===== src/rtl/fir_pkg.sv =====
// fir_pkg: shared widths, default coefficient table and saturation limits for fir_filter
package fir_pkg;
  localparam int DEF_TAPS = 8;
  localparam int DEF_COEFF_W = 16;
  localparam logic [DEF_TAPS*DEF_COEFF_W-1:0] DEF_COEFFS = {
    16'd8, 16'd16, 16'd32, 16'd72, 16'd72, 16'd32, 16'd16, 16'd8
  };
  function automatic int acc_width(input int in_w, input int coeff_w, input int taps);
    return in_w + coeff_w + $clog2(taps);
  endfunction
  function automatic longint sat_max(input int w);
    return (longint'(1) <<< (w - 1)) - 1;
  endfunction
  function automatic longint sat_min(input int w);
    return -(longint'(1) <<< (w - 1));
  endfunction
endpackage


===== src/rtl/fir_sat.sv =====
// fir_sat: clamps a wide signed value into the range of a narrower signed word
module fir_sat
  import fir_pkg::*;
#(
  parameter int ACC_W = 35,
  parameter int OUT_W = 16
) (
  input  logic signed [ACC_W-1:0] din,
  output logic signed [OUT_W-1:0] dout
);
  localparam logic signed [ACC_W-1:0] HI = ACC_W'(sat_max(OUT_W));
  localparam logic signed [ACC_W-1:0] LO = ACC_W'(sat_min(OUT_W));
  always_comb dout = din > HI ? HI[OUT_W-1:0] : din < LO ? LO[OUT_W-1:0] : din[OUT_W-1:0];
endmodule


===== src/rtl/fir_filter.sv =====
// fir_filter: direct-form FIR on a valid-qualified stream with saturated, registered output.
// Define FIR_ROUND_EN for round-half-up scaling; otherwise the shift truncates toward -inf.
module fir_filter
  import fir_pkg::*;
#(
  parameter int TAPS = DEF_TAPS,
  parameter int IN_WIDTH = 16,
  parameter int COEFF_WIDTH = DEF_COEFF_W,
  parameter int FRAC = 8,
  parameter logic [TAPS*COEFF_WIDTH-1:0] COEFFS = DEF_COEFFS
) (
  input  logic                       clk,
  input  logic                       rst,
  input  logic signed [IN_WIDTH-1:0] in_sample,
  input  logic                       in_valid,
  output logic signed [IN_WIDTH-1:0] out_sample,
  output logic                       out_valid
);
  localparam int ACC_W = acc_width(IN_WIDTH, COEFF_WIDTH, TAPS);
  logic signed [IN_WIDTH-1:0] x_q [TAPS];
  logic signed [IN_WIDTH-1:0] x_d [TAPS];
  logic signed [IN_WIDTH-1:0] x_new [TAPS];
  logic signed [ACC_W-1:0] prod [TAPS];
  logic signed [ACC_W-1:0] acc, scaled;
  logic signed [IN_WIDTH-1:0] sat, out_sample_d, out_sample_q;
  logic out_valid_d, out_valid_q;
  // operands are widened before the multiply so the product keeps full precision
  for (genvar i = 0; i < TAPS; i++) begin : g_tap
    localparam logic signed [ACC_W-1:0] C = ACC_W'($signed(COEFFS[i*COEFF_WIDTH +: COEFF_WIDTH]));
    if (i == 0) begin : g_head
      assign x_new[i] = in_sample;
    end else begin : g_line
      assign x_new[i] = x_q[i-1];
    end
    assign prod[i] = C * ACC_W'(x_new[i]);
  end
`ifdef FIR_ROUND_EN
  localparam logic signed [ACC_W-1:0] HALF = ACC_W'(1) <<< (FRAC - 1);
`endif
  always_comb begin
    acc = '0;
    for (int k = 0; k < TAPS; k++) acc = acc + prod[k];
`ifdef FIR_ROUND_EN
    scaled = (acc + HALF) >>> FRAC;
`else
    scaled = acc >>> FRAC;
`endif
  end
  fir_sat #(.ACC_W(ACC_W), .OUT_W(IN_WIDTH)) u_sat (.din(scaled), .dout(sat));
  always_comb begin
    out_sample_d = in_valid ? sat : out_sample_q;
    out_valid_d = in_valid;
    for (int k = 0; k < TAPS; k++) x_d[k] = in_valid ? x_new[k] : x_q[k];
  end
  always_ff @(posedge clk or posedge rst) begin
    if (rst) begin
      x_q <= '{default: '0};
      out_sample_q <= '0;
      out_valid_q <= 1'b0;
    end else begin
      x_q <= x_d;
      out_sample_q <= out_sample_d;
      out_valid_q <= out_valid_d;
    end
  end
  assign out_sample = out_sample_q;
  assign out_valid = out_valid_q;
endmodule


===== config.mk =====
export PLATFORM = sky130hd
export DESIGN_NAME = fir_filter
export DESIGN_NICKNAME = d
export VERILOG_FILES = /design/src/rtl/fir_pkg.sv /design/src/rtl/fir_sat.sv /design/src/rtl/fir_filter.sv
export SDC_FILE = /design/constraint.sdc
export NUM_CORES = 1
export LEC_CHECK = 0
export ABC_AREA = 1
export CAP_MARGIN = 20
export CORE_MARGIN = 10
export CORE_UTILIZATION = 40
export DETAILED_ROUTE_END_ITERATION = 6
export GPL_TIMING_DRIVEN = 0
export SYNTH_ARGS = -nofsm -noshare
export SYNTH_HDL_FRONTEND = slang
export SYNTH_SLANG_ARGS = --single-unit

===== constraint.sdc =====
create_clock -name clk -period 14.78 [get_ports clk]
set_input_delay 2.956 -clock clk [delete_from_list [all_inputs] [get_ports clk]]
set_output_delay 2.956 -clock clk [all_outputs]
set_load 0.1 [all_outputs]

==> impl_metrics.tcl <==
set metrics [dict create \
    fp-row-count 59 \
    grt_max_degree 72 \
    cts_num_sinks 129 \
    synth.net_count 1456 \
    maxCapViolCount 0 \
    status "finished clean" \
    vias 8098 \
    yosys.area.top_type "dfrtp_1" \
    syn_to_final_growth_pct 13.48 \
    yosysMostFrequentCell "nand2_1" \
    worst_pin_slew_ns 0.9782 \
    cts-root-buf "clkbuf_16" \
    die-height_um 182.2 \
    avgRoutedWirePerCell_um 16.80 \
    multi_input_area_um2 6399 \
    grt.total_usage_pct 17.60 \
    ys_top_cells_by_area "dfrtp_1 31%, fa_1 21%, nand2_1 15%" \
    cts_tree "built" \
    grt_antenna_before_repair 1 \
    cp-startpoint "in_sample[15]" \
    crit_path_end "out_sample[0]$_DFFE_PP0P_" \
    async_reset_ff_share_pct 100.0 \
    first_pass_iters 5 \
    start_util_pct 40.49 \
    holdPathStages 2 \
    min_path_type "reg2reg" \
    post_dp_cell_area_um2 11320 \
    clk_latency_ns 0.44 \
    clock_path_buffers 2 \
    drt-initial-drc-count 508 \
    skew_ns 0.01777 \
    grt_setup_unrepaired "false" \
    place.gp.congestion 0.8919 \
    ys_types 37 \
    post_cts_resized 0 \
    synthCells 1249 \
    place_ws_ns 6.784 \
    arrival_ns 7.85 \
    ys_top_cells_by_count "419 x nand2_1, 192 x inv_1, 129 x dfrtp_1, 110 x fa_1, 85 x o21ai_0" \
    die_area_um2 33190 \
    finalNetCount 1511 \
    drive_gt1_share_pct 5.695 \
    syn_area_um2 10520 \
    grt_overflow 0 \
    setup_slack_ns 7.253 \
    cts_hold_buf 0 \
    min_period_ns 7.527 \
    r2r-start "x_new[68]$_DFFE_PP0P_" \
    pin_count 36 \
    maxSlewViolCount 0 \
    critical_path_class "in2reg" \
    reg2reg_slack_ns 8.24 \
    max_freq_mhz 132.9 \
    endpoint_kind "register" \
    ys_seq_area_share_pct 30.68 \
    grt_pass1_vias 8617 \
    htreeDepth 4 \
    cts_buffers 17 \
    final-hold-violation-count 0 \
    drc 0 \
    finalSetupViolations 0 \
    die_x_um 182.2 \
    setup_tns_ns 0 \
    wirelength_um 27760 \
    postLayoutCellArea_um2 11940 \
    ys_ff_latch 129 \
    path_clk_slew_ns 0.06 \
    antenna_cells 0 \
    core_area_um2 25980 \
    synth-main-ff-cell "dfrtp_1" \
    reg2reg_to "out_sample[0]$_DFFE_PP0P_" \
    nFillCells 2589 \
    ant_nets 0 \
    grt_pass1_wl_um 46230 \
    hpwl_um 21820 \
    synth_edf_count 0 \
    finalCritPeriodShare_pct 50.92 \
    syn_avg_cell_area_um2 8.425 \
    relSlewSlack_pct 34.58 \
    avgViaCountPerCell 4.902 \
    regArea_um2 3228 \
    portBuffers 35 \
    yosys.area.top_type_share_pct 30.68 \
    startpoint_type "input port" \
    crit_required_ns 15.10 \
    rr_worst_depth 30 \
    yosysWarnings 0 \
    postLayoutCoreUtil_pct 45.96 \
    postCtsSetupBuffers 0 \
    crit_fanout 10 \
]
## final cells by class
cell class | instances | share of cell area [%]
Buffer | 29 | 1.058
Clock buffer | 17 | 3.562
Clock inverter | 15 | 1.603
Inverter | 205 | 6.486
Multi-Input combinational cell | 886 | 53.58
Sequential cell | 129 | 27.03
Tap cell | 335 | 3.510
Timing Repair Buffer | 36 | 3.164
## flip-flops by register name, summed over array words and instances (netlist names)
| register | count |
|---|---|
| out_valid | 1 |
| x_new | 112 |
| out_sample | 16 |
## cell families (layout without fill, tap and decap cells)
group / after synthesis / after routing / share of synthesized area (%)
compound gates: 149 / 149 / 7.693
xor+xnor: 38 / 38 / 3.163
flops: 129 / 129 / 30.68
buf+inv: 234 / 302 / 8.514
simple gates: 511 / 511 / 19.75
fa+ha+maj: 188 / 188 / 30.20
## worst min-delay path by stage
stage | slack (ns) | startpoint | endpoint
global placement | 0.47 | out_sample[13]$_DFFE_PP0P_ | out_sample[13]$_DFFE_PP0P_
CTS | 0.48 | out_sample[13]$_DFFE_PP0P_ | out_sample[13]$_DFFE_PP0P_
finish | 0.48 | out_sample[13]$_DFFE_PP0P_ | out_sample[13]$_DFFE_PP0P_
floorplan | 0.45 | x_new[96]$_DFFE_PP0P_ | x_new[80]$_DFFE_PP0P_
detailed placement | 0.46 | out_sample[2]$_DFFE_PP0P_ | out_sample[2]$_DFFE_PP0P_
global route | 0.51 | out_sample[2]$_DFFE_PP0P_ | out_sample[2]$_DFFE_PP0P_
## cells in the final DEF, fill, tap and decap left out, types with 2 or more instances in the layout
| cell type | netlist | routed |
|---|---|---|
| nand2_1 | 419 | 419 |
| inv_1 | 192 | 191 |
| dfrtp_1 | 129 | 129 |
| fa_1 | 110 | 110 |
| o21ai_0 | 85 | 85 |
| ha_1 | 78 | 78 |
| a21oi_1 | 48 | 48 |
| clkdlybuf4s50_1 | 0 | 35 |
| nand3_1 | 26 | 26 |
| nor2_1 | 25 | 25 |
| clkbuf_1 | 23 | 23 |
| xor2_1 | 23 | 23 |
| clkbuf_16 | 0 | 17 |
| xnor2_1 | 15 | 15 |
| inv_2 | 12 | 12 |
| nand2_2 | 9 | 9 |
| nor2_2 | 7 | 7 |
| nor3_1 | 6 | 6 |
| inv_6 | 0 | 6 |
| nand4_1 | 5 | 5 |
| nand3b_1 | 5 | 5 |
| inv_8 | 0 | 5 |
| o2111ai_1 | 4 | 4 |
| nand2_4 | 3 | 3 |
| o21bai_1 | 3 | 3 |
| buf_2 | 2 | 2 |
| buf_1 | 2 | 2 |
| nand3_2 | 2 | 2 |
| buf_6 | 2 | 2 |
| a21boi_0 | 2 | 2 |
| a21o_1 | 2 | 2 |
| clkinvlp_4 | 0 | 2 |
| bufinv_16 | 0 | 2 |
## metrics by stage
stage          cells  hold WS [ns]
2_1_floorplan   1249        0.4530
3_3_place_gp    1619        0.4659
3_5_place_dp    1620        0.4643
4_1_cts         1652        0.4829
5_1_grt         1652        0.5063
6_report        1652        0.4802
## layer usage
metal | global-route usage [%] | vias to the layer above | share of wire [%] | wire length (µm)
met1 | 23.15 | 3940 | 47 | 13080
met5 | 0 | - | 0 | 0
met3 | 3.403 | 38 | 3.9 | 1077
li1 | - | 3962 | - | -
met2 | 28.74 | 158 | 47 | 12970
met4 | 5.239 | 0 | 2.3 | 627
## critical path: stages
cell             delay [ns]
clkdlybuf4s50_1        0.50
fa_1                   0.63
inv_1                  0.07
fa_1                   0.70
inv_1                  0.10
fa_1                   0.51
fa_1                   0.49
ha_1                   0.40
nand2_1                0.11
nor2_1                 0.18
nand2_1                0.12
nor2_1                 0.12
nand2_1                0.13
nand3_2                0.09
nand2_2                0.06
nand2_4                0.09
nand2_2                0.06
o21ai_4                0.21
buf_6                  0.16
nand2_1                0.05
nand2_1                0.05
nand2_1                0.04
Power is left out: the tool's default activity adds up to more than one toggle a clock period on the data nets, which glitch-free logic cannot reach.
